$ cat config.mk
export PLATFORM = sky130hd
export DESIGN_NAME = ex_mem_pipe
export DESIGN_NICKNAME = d
export VERILOG_FILES = /design/src/rtl/ex_mem_pipe.sv
export SDC_FILE = /design/constraint.sdc
export NUM_CORES = 1
export LEC_CHECK = 0
export CAP_MARGIN = 40
export CORE_ASPECT_RATIO = 0.6
export CORE_MARGIN = 3
export CORE_UTILIZATION = 35
export CTS_CLUSTER_DIAMETER = 150
export DETAILED_ROUTE_END_ITERATION = 8
export HOLD_SLACK_MARGIN = 0.03
export PLACE_DENSITY = 0.7
export SKIP_LAST_GASP = 1
export SLEW_MARGIN = 40
export SYNTH_ARGS = -nofsm -noshare
export SYNTH_HDL_FRONTEND = slang
export SYNTH_SLANG_ARGS = --single-unit
$ cat constraint.sdc
create_clock -name clk_i -period 1.78 [get_ports clk_i]
set_input_delay 0.445 -clock clk_i [delete_from_list [all_inputs] [get_ports clk_i]]
set_output_delay 0.445 -clock clk_i [all_outputs]
set_load 0.1 [all_outputs]
$ cat src/rtl/ex_mem_pipe.sv
// EX->MEM pipeline register with valid/ready handshake, a one-entry skid buffer
// and synchronous flush; control fields are zeroed on every empty slot.
module ex_mem_pipe #(
  parameter int WB_W   = 2,
  parameter int M_W    = 2,
  parameter int DATA_W = 32,
  parameter int REG_W  = 5
) (
  input  logic              clk_i,
  input  logic              rst_i,
  input  logic              flush_i,
  input  logic              in_valid_i,
  output logic              in_ready_o,
  input  logic [WB_W-1:0]   WB_i,
  input  logic [M_W-1:0]    M_i,
  input  logic [DATA_W-1:0] ALUresult_i,
  input  logic [DATA_W-1:0] WriteData_i,
  input  logic [REG_W-1:0]  RegDst_i,
  output logic              out_valid_o,
  input  logic              out_ready_i,
  output logic [WB_W-1:0]   WB_o,
  output logic [M_W-1:0]    M_o,
  output logic [DATA_W-1:0] ALUresult_o,
  output logic [DATA_W-1:0] WriteData_o,
  output logic [REG_W-1:0]  RegDst_o
);

  logic              skid_valid;
  logic [WB_W-1:0]   skid_wb;
  logic [M_W-1:0]    skid_m;
  logic [DATA_W-1:0] skid_alu;
  logic [DATA_W-1:0] skid_wd;
  logic [REG_W-1:0]  skid_rd;

  logic acc;
  logic load_main;

  // Ready comes straight from a flop, so no input reaches it combinationally.
  assign in_ready_o = ~skid_valid;
  assign acc        = in_valid_i & in_ready_o & ~flush_i;
  assign load_main  = ~out_valid_o | out_ready_i;

  always_ff @(posedge clk_i) begin
    if (rst_i) begin
      out_valid_o <= 1'b0;
      WB_o        <= '0;
      M_o         <= '0;
      ALUresult_o <= '0;
      WriteData_o <= '0;
      RegDst_o    <= '0;
      skid_valid  <= 1'b0;
      skid_wb     <= '0;
      skid_m      <= '0;
      skid_alu    <= '0;
      skid_wd     <= '0;
      skid_rd     <= '0;
    end else if (flush_i) begin
      // Data fields keep their last value; only the control side is squashed.
      out_valid_o <= 1'b0;
      skid_valid  <= 1'b0;
      WB_o        <= '0;
      M_o         <= '0;
    end else if (load_main) begin
      if (skid_valid) begin
        out_valid_o <= 1'b1;
        WB_o        <= skid_wb;
        M_o         <= skid_m;
        ALUresult_o <= skid_alu;
        WriteData_o <= skid_wd;
        RegDst_o    <= skid_rd;
        skid_valid  <= acc;
        if (acc) begin
          skid_wb  <= WB_i;
          skid_m   <= M_i;
          skid_alu <= ALUresult_i;
          skid_wd  <= WriteData_i;
          skid_rd  <= RegDst_i;
        end
      end else if (acc) begin
        out_valid_o <= 1'b1;
        WB_o        <= WB_i;
        M_o         <= M_i;
        ALUresult_o <= ALUresult_i;
        WriteData_o <= WriteData_i;
        RegDst_o    <= RegDst_i;
      end else begin
        out_valid_o <= 1'b0;
        WB_o        <= '0;
        M_o         <= '0;
      end
    end else if (acc) begin
      skid_valid <= 1'b1;
      skid_wb    <= WB_i;
      skid_m     <= M_i;
      skid_alu   <= ALUresult_i;
      skid_wd    <= WriteData_i;
      skid_rd    <= RegDst_i;
    end
  end

endmodule

* Word-level counts from Yosys, hierarchy flattened
Cells that the tools add are included.
** Word-level totals
- Bits in registers :: 148
- Input bits :: 78
- Logic and storage cells :: 54
** Operators by class
- Equal/unequal tests :: 1
- Muxes and demuxes :: 30
- Bitwise operators :: 6
- Reductions and logical operators :: 5
** Operator list (count)
- 32-bit two-way mux :: 10
- 5-bit two-way mux :: 5
- 2-bit two-way mux :: 10
- 1-bit two-way mux :: 5
- 2-bit nonzero test :: 2
- 1-bit NOT :: 3
- 3-bit AND reduction :: 1
- 1-bit bitwise AND :: 2
- 2-bit != test, second input constant :: 1
- 2-bit AND reduction :: 1
- 2-bit OR reduction :: 1
- 1-bit OR :: 1

* Logic depth before layout (Yosys ltp)
Gate-level depths: netlist of the first run.
- Depth in word-level cells :: 6
- Depth in mapped cells :: 7
- Mapped depth without buffers :: 3

* Least setup slack after synthesis of the first run
Ideal clock, no wire load.
- Path type :: flip-flop to flip-flop
- Start point :: reg out_valid_o
- End point :: reg skid_alu[10]
- Data arrival time :: 1932 ps
- Data required time :: 1711 ps
- Slack :: -221 ps
- Stages on the path, launching flop included :: 7
- Buffers on the path :: 3
- Clock period less this slack :: 2001 ps
- Path through :: dfxtp_1 -> nor2b_1 -> buf_4 -> buf_2 -> clkbuf_1 -> nand4b_1 -> o21ai_1
** On the way
- Cells in the longest elaborated chain, start to end :: 4
** Ends and longest elaborated chain
- start, declared :: RTL line 19 : output logic out_valid_o,
- start signal, assigned :: RTL line 45 : out_valid_o <= 1'b0;
- start signal, assigned :: RTL line 59 : out_valid_o <= 1'b0;
- start signal, assigned :: RTL line 65 : out_valid_o <= 1'b1;
- 1-bit NOT (*) :: RTL line 41 : assign load_main = ~out_valid_o | out_ready_i;
- 1-bit OR (*) :: RTL line 41
- 2-bit != test (no source line)
- 2-bit AND reduction (no source line)
- end signal, assigned :: RTL line 75 : skid_alu <= ALUresult_i;
- end signal, assigned :: RTL line 95 : skid_alu <= ALUresult_i;
- end, declared :: RTL line 31 : logic [DATA_W-1:0] skid_alu;
Mark *: on every way between the ends. The rest lies on a longest branch, timed or not.
A chain may end at the register's enable or synchronous reset.

* Worst setup path after layout of the first run
- Start point :: in in_valid_i
- End point :: reg skid_wb[0]
** On the way
- Cells in the longest elaborated chain, start to end :: 5
** Ends and longest elaborated chain
- start, declared :: RTL line 12 : input logic in_valid_i,
- 1-bit bitwise AND (*) (2 in series) :: RTL line 40 : assign acc = in_valid_i & in_ready_o & ~flush_i;
- 2-bit two-way mux (*)
- 2-bit two-way mux
- 2-bit two-way mux (*)
- end signal, assigned :: RTL line 73 : skid_wb <= WB_i;
- end signal, assigned :: RTL line 93 : skid_wb <= WB_i;
- end, declared :: RTL line 29 : logic [WB_W-1:0] skid_wb;
Mark *: on every way between the ends. The rest lies on a longest branch, timed or not. The select of a mux whose other input is x is not followed.

==> metrics.cfg, run 1 <==
[drt]
vias = 5719
ant_nets = 0
wirelength_mm = 19.2
vias_per_cell = 5.43
dr.first_iter.drc_count = 475
wl_per_cell_um = 18.2
drc = 0
drtPass1Iterations = 5

[yosys]
synth_top_family_by_area = compound AO/OA/AOI/OAI gates
yosys_register_bits = 148
yosys.area.top_type = dfxtp_1
synth_cells = 679
yosysSeqAreaShare = 0.452
synth_fa_ha_area_frac = 0
synth_compound_area_frac = 0.195
synthSimpleGateAreaFrac = 0.182
synth.area.top_cells = dfxtp_1 45%, mux2i_1 11%, nand4b_1 9.8%
netlist_area_mm2 = 0.00656
syn-num-nets = 757
synth_top_area_frac = 0.452
synth.distinct_cells = 23
synth-xor-area-share = 0
synth_area_per_cell_um2 = 9.66
muxShareOfSynthArea = 0.105
ys_warn_count = 0

[clock_tree]
cts_max_level = 4
root_buffer = clkbuf_16
cts_hold_buf = 0
postCtsSetupRepairBufs = 3
cts_buffers = 17
clock_latency_ns = 0.41
cts_buffer_depth = 2
clock-sinks = 148
clkTransAtPathRegs_ns = 0.06
cts_resized = 0
cts_tree = yes

[power_and_ir_drop]
p_switching_mw = 2.85
netSwitchingFraction = 0.298
leakage_nw = 3.31
p_int_mw = 6.70
combPwrFrac = 0.213
power_density_mw_per_mm2 = 973
power_frac_clock = 0.413
pwr-share-seq = 0.374
peakVddDrop_v = 0.000530

[floorplan]
io_pins = 153
core_mm2 = 0.0182
initial_core_util = 0.360
rows = 38
dieHeight_um = 112
dieArea_mm2 = 0.0205
fp.dieW_um = 183

[global_route]
grt_pass1_vias = 5392
gr-total-overflow = 0
grt_max_degree = 113
grt.total_usage = 0.187
grt_first_pass_wirelength_mm = 30.7
antenna_found_initial = 0

[sta]
setup_viol = 0
max_slew_margin = 0.675
finalClockSkew_ns = 0.00925
holdWs_ns = 0.322
hold_viol_final = 0
drv_slew = 0
min_period_ns = 1.61
min_period_over_period = 0.904
tightest_slew_ns = 0.487
clock.fmax_mhz = 621
rsz0062_at_grt = false

[cells_and_area]
diodes = 0
layout-drive-gt1-share = 0.183
design_area_mm2 = 0.00981
finalNonFillerCells = 1053
fin_nets = 878
syn_to_final_growth_pct = 49.7

[worst_hold_path]
holdCritPathClass = in -> reg
holdCritStartpoint = rst_i
hold_depth = 2
min_to = ALUresult_o[24]

[place]
port-buffer-count = 152
hpwl_mm = 12.0
place_inst = 1018
place.gp.congestion = 0.762
place_area_mm2 = 0.00914

[worst_setup_path]
startpoint = in_valid_i
worstSetupPathType = in -> reg
worstPathArrival_ns = 1.96
r2r_cells = 6
critPathCaptureType = flop
regToRegEndpoint = skid_wb[0]
reg2reg_from = skid_valid
required_ns = 2.13
critPathLaunchType = input pin
reg2reg_setup_slack_ns = 0.18
worstPathMaxFanout = 13

[status]
status = completed

[run]
cap_viol_max_count = 0

[flip-flops by register name (all words and copies together) (netlist names)]
name         count
WB_o             2
skid_alu        32
M_o              2
ALUresult_o     32
skid_rd          5
WriteData_o     32
out_valid_o      1
skid_wb          2
skid_valid       1
skid_wd         32
skid_m           2
RegDst_o         5
[worst max-delay path, stage by stage]
cell and delay, ns:
clkdlybuf4s50_1 0.52, nor3b_4 0.25, buf_4 0.26, buf_4 0.22, nand4b_1 0.14, o21ai_1 0.11
[placed cells by master (no fill, tap or decap), drive strengths merged]
master and instances:
clkbuf 20, bufinv 4, clkinv 3, nand4b 73
dfxtp 148, nor3 6, nor2 5, o21ba 1
nor3b 1, inv 4, a21oi 70, a221oi 4
o21ai 73, mux2i 69, clkdlybuf4s50 76, and2 1
clkinvlp 2, a211oi 69, nor2b 1, or2 1
buf 108, nand2b 74
[layout make-up]
| class | instances | area (µm²) |
|---|---|---|
| multi-input cells | 448 | 3180 |
| clock buffers | 20 | 457 |
| inverters | 1 | 7.51 |
| well taps | 240 | 300 |
| fillers | 1597 | 8400 |
| clock inverters | 12 | 191 |
| repair buffers | 184 | 2710 |
| flip-flops and latches | 148 | 2970 |
[cell usage after synthesis, drive strengths merged]
master,count
or2,1
o21ba,1
nor2b,1
a221oi,4
buf,45
dfxtp,148
nor2,5
a211oi,69
nor3,6
mux2i,69
inv,1
o21ai,73
nand2b,74
clkbuf,37
a21oi,70
nand4b,73
nor3b,1
and2,1
[how the worst max path moves through the flow]
stage	slack [ns]	cells after the start	to
2_1_floorplan	0.05	4	in_ready_o
3_3_place_gp	-0.15	6	skid_wd[7]
3_5_place_dp	-0.22	6	skid_wb[0]
4_1_cts	0.17	6	skid_wb[0]
5_1_grt	0.1	6	skid_wb[0]
6_report	0.17	6	skid_wb[0]
[metal layers]
metal  vias to the layer above  share of wire  global-route usage
li1                       2748              -                   -
met1                      2764           0.51               0.290
met3                        13          0.082              0.0641
met4                         0         0.0082              0.0390
met2                       194           0.40               0.246
met5                         -              0                   0
[power by group through the flow]
stage	Sequential [mW]	Clock, mW	Combinational, mW
4_1_cts	3.58	4.03	2.04
5_1_grt	3.59	4.18	2.12
3_5_place_dp	3.65	0	2.03
6_report	3.58	3.94	2.03
2_1_floorplan	4.37	0	0.424
3_3_place_gp	3.65	0	2.02
[through the flow]
step	setup WS (ns)	util	setup TNS, ns	total power [mW]
5_1_grt	0.0951	0.539	0	9.88
2_1_floorplan	0.0526	-	0	4.79
3_5_place_dp	-0.215	0.502	-19.14	5.68
4_1_cts	0.174	0.539	0	9.64
6_report	0.171	0.539	0	9.55
3_3_place_gp	-0.151	0.502	-12.35	5.67
[logic make-up (layout without fill, tap and decap cells)]
kind of cell,Yosys count,in the layout
compound gates,217,217
buf+inv,83,217
flops,148,148
mux,69,69
simple gates,162,162
No activity file was read; power rests on OpenSTA's default activity.
==> run 2: changes to the inputs <==
--- a/config.mk
+++ b/config.mk
@@ -5,6 +5,7 @@
 export SDC_FILE = /design/constraint.sdc
 export NUM_CORES = 1
 export LEC_CHECK = 0
+export ABC_CLOCK_PERIOD_IN_PS = 1780
 export CAP_MARGIN = 40
 export CORE_ASPECT_RATIO = 0.6
 export CORE_MARGIN = 3
@@ -18,3 +19,4 @@
 export SYNTH_ARGS = -nofsm -noshare
 export SYNTH_HDL_FRONTEND = slang
 export SYNTH_SLANG_ARGS = --single-unit
+export TNS_END_PERCENT = 30
==> metrics.cfg, run 2 (synthesis gave the netlist of run 1 again) <==
[floorplan]
dieArea_mm2 = 0.0205  ; unchanged
rows = 38  ; unchanged
initial_core_util = 0.360  ; unchanged
fp.dieW_um = 183  ; unchanged
core_mm2 = 0.0182  ; unchanged
io_pins = 153  ; unchanged
dieHeight_um = 112  ; unchanged

[cells_and_area]
n_fill_cell = 1632  ; +2.2%
layout-drive-gt1-share = 0.184  ; +0.000777
syn_to_final_growth_pct = 49.1
fin_nets = 880  ; +0.23%
layout_common_cells = 146 x dfxtp_1, 89 x buf_12, 76 x clkdlybuf4s50_1
final_common_cell = dfxtp_1
diodes = 0  ; unchanged

[clock_tree]
clkTransAtPathRegs_ns = 0.06  ; about the same
cts_buffer_depth = 2  ; unchanged
cts_buffers = 17  ; unchanged
clock_latency_ns = 0.41  ; about the same
cts_tree = yes
cts_resized = 0  ; unchanged
clock-sinks = 148  ; unchanged
cts_max_level = 4  ; unchanged
root_buffer = clkbuf_16

[power_and_ir_drop]
combPwrFrac = 0.214  ; about the same
p_int_mw = 6.54  ; -2.3%
peakVddDrop_v = 0.000596  ; +12%
finalPower_mw = 9.39  ; -1.6%
power_frac_clock = 0.405  ; -0.008
leakage_nw = 3.30  ; -0.40%
p_switching_mw = 2.85  ; about the same
netSwitchingFraction = 0.303  ; +0.00478
pwr-share-seq = 0.381  ; +0.007
power_density_mw_per_mm2 = 961  ; -1.2%

[drt]
drtPass1Iterations = 4  ; -1
ant_nets = 0  ; unchanged
vias = 5659  ; -1.0%
wirelength_mm = 18.5  ; -3.5%
vias_per_cell = 5.36  ; -1.2%
dr.first_iter.drc_count = 415  ; -13%
wl_per_cell_um = 17.5  ; -3.7%
drc = 0  ; unchanged

[worst_setup_path]
r2r_cells = 6  ; unchanged
required_ns = 1.33  ; -0.80 ns
worstPathArrival_ns = 1.17  ; -0.79 ns
regToRegEndpoint = skid_wd[1]
critPathLaunchType = flop
crit_end = in_ready_o
critPathCaptureType = primary output
reg2reg_from = skid_valid
worstSetupPathType = reg -> out
reg2reg_setup_slack_ns = 0.27  ; +0.09 ns
startpoint = skid_valid
worstPathMaxFanout = 15  ; +2

[global_route]
grt_max_degree = 89  ; -21%
gr-total-overflow = 0  ; unchanged
grt.total_usage = 0.182  ; -0.00416
grt_pass1_vias = 5484  ; +1.7%
grt_first_pass_wirelength_mm = 30.4  ; -1.0%
antenna_found_initial = 1  ; +1

[place]
hpwl_mm = 11.6  ; -3.9%
place.gp.congestion = 0.747  ; -2.0%
port-buffer-count = 152  ; unchanged

[worst_hold_path]
holdCritPathClass = in -> reg

[sta]
hold_viol_final = 0  ; unchanged
min_period_over_period = 0.907  ; +0.00291
drv_slew = 0  ; unchanged
finalClockSkew_ns = 0.00812  ; -0.00112 ns
min_period_ns = 1.61  ; +0.00518 ns
tightest_slew_ns = 0.410  ; -0.0772 ns
max_slew_margin = 0.727  ; +0.0515
clock.fmax_mhz = 619  ; -0.32%
setup_viol = 0  ; unchanged
tns_ns = 0  ; unchanged
rsz0062_at_grt = false

[run]
cap_viol_max_count = 0  ; unchanged

[status]
status = completed

[run 2: worst min path at each step]
stage                start         endpoint  slack (ns)  cells after the start
5_1_grt              rst_i  ALUresult_o[10]        0.43                      2
3_5_place_dp     skid_m[1]        skid_m[1]        0.45                      2
4_1_cts              rst_i  WriteData_o[31]        0.40                      2
2_1_floorplan  skid_alu[0]      skid_alu[0]        0.44                      2
6_report             rst_i  WriteData_o[31]        0.42                      2
3_3_place_gp   skid_wd[12]      skid_wd[12]        0.45                      2
[run 2: timing repair]
action                                  4_1_cts  5_1_grt
hold buffers                                  0        0
endpoints found under the setup margin        0        1
buffers inserted                              0        7
[run 2: worst max-delay path, stage by stage, from the launching register on]
cell	delay, ns
dfxtp_4	0.46
inv_1	0.11
buf_12	0.18
[run 2: routing by layer]
layer  vias to the layer above  routed length (µm)  GRT usage
met3                        17                1520     0.0593
met4                         2                 164     0.0406
met5                         -                  13          0
li1                       2755                   -          -
met1                      2705                8830      0.266
met2                       180                7970      0.263
[run 2: final cells by class]
type	count	area, µm²	share of cell area
flip-flops and latches	148	2970	0.304
repair buffers	186	2700	0.276
inverters	1	3.75	0.000384
multi-input cells	448	3180	0.325
clock buffers	20	457	0.0467
well taps	240	300	0.0307
clock inverters	12	168	0.0171
[run 2: power by group through the flow]
stage	registers [mW]	clock network (mW)	logic (mW)
floorplan	4.37	0	0.423
global placement	3.65	0	2.00
detailed placement	3.65	0	2.02
CTS	3.58	3.87	2.02
global route	3.59	4.02	2.10
finish	3.58	3.80	2.01
[run 2: stage by stage]
stage / hold WS (ns) / instances / util / cell area [µm²] / setup slack [ns]
floorplan: 0.442 / 679 / - / 6560 / -0.0290
global placement: 0.451 / 1016 / 0.500 / 9100 / -0.127
detailed placement: 0.453 / 1016 / 0.500 / 9100 / -0.173
CTS: 0.399 / 1048 / 0.534 / 9720 / 0.0194
global route: 0.427 / 1055 / 0.537 / 9780 / 0.122
finish: 0.418 / 1055 / 0.537 / 9780 / 0.166
==> variant 1, RTL diff (settings of run 1) <==
The parameter `DATA_W` goes from 32 to 24.
--- a/src/rtl/ex_mem_pipe.sv
+++ b/src/rtl/ex_mem_pipe.sv
@@ -3,7 +3,7 @@
 module ex_mem_pipe #(
   parameter int WB_W   = 2,
   parameter int M_W    = 2,
-  parameter int DATA_W = 32,
+  parameter int DATA_W = 24,
   parameter int REG_W  = 5
 ) (
   input  logic              clk_i,
Interface: changed (resized ALUresult_i, ALUresult_o, WriteData_i and WriteData_o); port bits go from 153 to 121. The function was not compared with the original's and may differ.
==> variant 1 against run 1 <==
- area after synthesis fell by 22%
- setup slack improved by 0.014 ns
- global-route usage fell by 0.29 points
- sequential cell count fell by 32
- die area fell by 21%
- combinational power fell by 22%
- total power fell by 14%
- fmax rose by 0.86%
- clock skew fell by 0.0015 ns
- first-iteration DRC count fell by 29%
- design area fell by 20%
- routed wire length fell by 22%
- core utilization rose by 2.6 points
- critical path depth fell by 1
- critical path type unchanged
- critical endpoint is now ALUresult_o[10]
- highest routed layer unchanged
==> variant 1: results <==
set metrics [dict create \
    status "completed" \
    synth_nets 594 \
    place_congestion 0.794 \
    synth-seq-area-share_pct 45.6 \
    power_leakage_nw 2.67 \
    drt_iter0_drc 336 \
    portBuffers 120 \
    crit_arrival_ns 1.89 \
    slowest_stage "clkdlybuf4s50_1" \
    startpoint "flush_i" \
    reg2reg_to "ALUresult_o[9]" \
    r2r_slack_ns 0.41 \
    dp_hpwl_mm 9.97 \
    pre_cts_ws_ns -0.221 \
    relSlewSlack_pct 68.9 \
    hp-class "reg2reg" \
    drive_gt1_share_pct 19.3 \
    critPathMaxFanout 12 \
    track_usage_pct 18.4 \
    setup_slack_ns 0.184 \
    synth_area_leaders "dfxtp_1 46%, mux2i_1 10%, nand4b_1 9.8%" \
    nFillCells 1183 \
    grt_max_degree 61 \
    postCtsSetupBuffers 0 \
    clock_skew_ns 0.00776 \
    critPathCapture "ALUresult_o[10]" \
    drtPass1Iterations 4 \
    routed_wl_mm 14.9 \
    nets 693 \
    ff2ff_path_depth 3 \
    synthTopCellsByCount "116 x dfxtp_1, 58 x nand2b_1, 57 x nand4b_1" \
    grt_first_pass_wirelength_mm 23.5 \
    routed_via_density 5.45 \
    grt_pass1_vias 4396 \
]
==> variant 1: worst min-delay path, delay by kind of cell (launching register included) <==
kind            cells  cell delay, ns
compound gates      1            0.05
simple gates        1            0.06
flops               1            0.31
==> variant 1: layout make-up <==
cell class / count / area share (%)
clock inverter: 9 / 2.19
multi-input combinational: 352 / 31.7
tap: 192 / 3.05
clock buffer: 22 / 6.27
timing repair buffer: 143 / 27.1
inverter: 1 / 0.0953
sequential: 116 / 29.5
==> variant 1: how the worst min path moves through the flow <==
stage	from	endpoint	slack (ns)	cells past startpoint
3_5_place_dp	skid_alu[11]	skid_alu[11]	0.45	2
5_1_grt	skid_alu[4]	skid_alu[4]	0.48	2
2_1_floorplan	skid_alu[0]	skid_alu[0]	0.44	2
4_1_cts	skid_alu[8]	skid_alu[8]	0.46	2
6_report	skid_alu[11]	skid_alu[11]	0.46	2
3_3_place_gp	skid_alu[15]	skid_alu[15]	0.45	2
==> variant 1: per-stage QoR <==
step                      total power (W)  area [um2]  cells  hold slack [ns]
after floorplan                   0.00374        5100    532            0.442
after global placement            0.00442        7210    804            0.450
after detailed placement          0.00445        7210    804            0.452
after CTS                         0.00827        7880    835            0.463
after global routing              0.00848        7880    835            0.481
final                             0.00820        7880    835            0.465
==> variant 1: kinds of logic (layout without fill, tap and decap cells) <==
| family | count (synthesis) | in the layout | share of synthesized area [%] |
|---|---|---|---|
| AOI/OAI and AO/OA | 169 | 169 | 19.6 |
| and+or+nand+nor | 130 | 130 | 18.7 |
| DFF | 116 | 116 | 45.6 |
| buffers and inverters | 64 | 175 | 5.74 |
| muxes | 53 | 53 | 10.4 |
==> variant 1: power breakdown <==
group | internal, W | switching (W) | leakage [nW] | total (W)
Clock | 0.00266 | 0.00115 | 0.328 | 0.00381
Sequential | 0.00270 | 0.000112 | 0.947 | 0.00281
Combinational | 0.000631 | 0.000954 | 1.39 | 0.00159
Total | 0.00598 | 0.00222 | 2.67 | 0.00820
==> variant 1: per-layer routing <==
metal  vias up  GRT usage (%)  share of wire (%)
met1      2220           25.4                 47
li1       2173              -                  -
met5         -              0                  0
met3        10           7.03                8.4
met2       149           26.4                 44
met4         0           5.77               0.76
==> variant 2, RTL diff (settings of run 1) <==
Made on the original files. Make the reset (`rst_i`) asynchronous in one clocked block.
--- a/src/rtl/ex_mem_pipe.sv
+++ b/src/rtl/ex_mem_pipe.sv
@@ -40,7 +40,7 @@
   assign acc        = in_valid_i & in_ready_o & ~flush_i;
   assign load_main  = ~out_valid_o | out_ready_i;
 
-  always_ff @(posedge clk_i) begin
+  always_ff @(posedge clk_i or posedge rst_i) begin
     if (rst_i) begin
       out_valid_o <= 1'b0;
       WB_o        <= '0;
Check against the original RTL: differs if rst_i is asserted again (counterexample within 4 cycles, from zero or initial values and one cycle with rst_i high); with rst_i held inactive, the same outputs for 4 cycles.
==> variant 2 against run 1 <==
- routed wire length decreased by 19%
- non-clock buffer count decreased by 13
- area after synthesis increased by 2.9%
- design area increased by 1.5%
- count of clock-buffer cells in the layout decreased by 3
- sequential share of layout area increased by 7.0 points
- setup slack got worse by 0.14 ns
- sequential cell count unchanged
- critical path type is now reg2reg
Power is not compared: it rests on default switching activity, and its combinational part moved more than twofold at a synthesized area within 25%.
==> variant 2: results <==
set metrics [dict create \
    status "completed" \
    drt_iter0_drc 169 \
    synthTopCellsByCount "148 x dfrtp_1, 140 x mux2_2, 70 x mux2_4" \
    placed_cells 785 \
    antenna_cells 0 \
    startpoint "skid_valid" \
    synth-seq-area-share_pct 54.9 \
    ir_drop_v 0.000754 \
    drtPass1Iterations 4 \
    slowest_stage "dfrtp_4" \
    insertion_delay_ns 0.41 \
    hp-class "reg2reg" \
    fin_cells 824 \
    clock_skew_ns 0.0121 \
    reg2reg_to "skid_wd[5]" \
    ff2ff_path_depth 6 \
    nets 649 \
    hold_path_end "skid_wd[0]" \
    synth-async-reset-ratio_pct 100 \
    grt_first_pass_wirelength_mm 24.5 \
    antenna_found_initial 0 \
    hold_depth 1 \
    synth_ff_type "dfrtp_1" \
    critPathMaxFanout 36 \
    avgSynthCellArea_um2 16.7 \
    clockBufferDepth 2 \
    dp_hpwl_mm 10.2 \
    worst_pin_slew_ns 0.424 \
    synth-compound-area-share_pct 0.797 \
    worstHoldStart "skid_wd[0]" \
    drcViolationCount 0 \
    synth_area_leaders "dfrtp_1 55%, mux2_2 23%, mux2_4 16%" \
    yosysUniqueCellTypes 16 \
    drive_gt1_share_pct 58.7 \
    crit_arrival_ns 2.04 \
    path_clk_slew_ns 0.07 \
    critical_path_class "reg2reg" \
    numCtsBuffers 17 \
    routed_via_density 4.78 \
    place_congestion 0.804 \
    synth_nets 482 \
    pre_cts_ws_ns -0.427 \
    htree_levels 4 \
    p_sw_w 0.00517 \
    synthAdderAreaFrac_pct 0 \
    synthMuxAreaShare_pct 39.1 \
    slowest_delay_ns 0.50 \
    wl_per_cell_um 18.9 \
    holdWs_ns 0.504 \
    r2r_slack_ns 0.04 \
    grt_max_degree 78 \
    track_usage_pct 14.9 \
    grt_pass1_vias 4396 \
]
variant 2: cell count changes in the layout (fill, tap and decap cells not counted), moves of 70 or more:
| cell | delta |
|---|---|
| dfrtp_1 | +147 |
| dfxtp_1 | -146 |
| mux2_2 | +140 |
| nand4b_1 | -73 |
| nand2b_1 | -72 |
| a21oi_1 | -70 |
| mux2_4 | +70 |
| o21ai_1 | -70 |
variant 2: area by class of cell:
class,instances,area [um2]
clock buffer,17,425
sequential,148,3710
tap,240,300
timing repair buffer,171,2550
fill,1427,8540
inverter,2,11.3
multi-input combinational,231,2780
clock inverter,15,181
variant 2: repair_timing:
item	4_1_cts	5_1_grt
resized for setup	1	4
buffers inserted	2	2
setup endpoints to repair	1	71
gates cloned	1	2
variant 2: through the flow:
step	power [W]	cell area, um2
2_1_floorplan	0.00807	6750
3_3_place_gp	0.0100	9250
3_5_place_dp	0.0102	9250
4_1_cts	0.0140	9910
5_1_grt	0.0143	9960
6_report	0.0138	9960
variant 2: metal layers:
layer	vias to the layer above	GRT usage, %	share of wire [%]
met4	0	2.95	0.54
met5	-	0	0
li1	1795	-	-
met3	11	5.00	5.6
met2	106	22.5	44
met1	2023	21.0	50
variant 2: critical path, delay by kind of cell (launching register included):
kind	cells	cell delay [ns]
flip-flops	1	0.50
multiplexers	1	0.33
AND/OR/NAND/NOR	2	0.21
buffers and inverters	3	0.57
variant 2: power groups by stage:
stage	clock, W	combinational (W)	sequential [W]
2_1_floorplan	0	0.00125	0.00683
3_3_place_gp	0	0.00524	0.00480
3_5_place_dp	0	0.00533	0.00483
4_1_cts	0.00381	0.00535	0.00479
5_1_grt	0.00395	0.00548	0.00489
6_report	0.00370	0.00531	0.00479
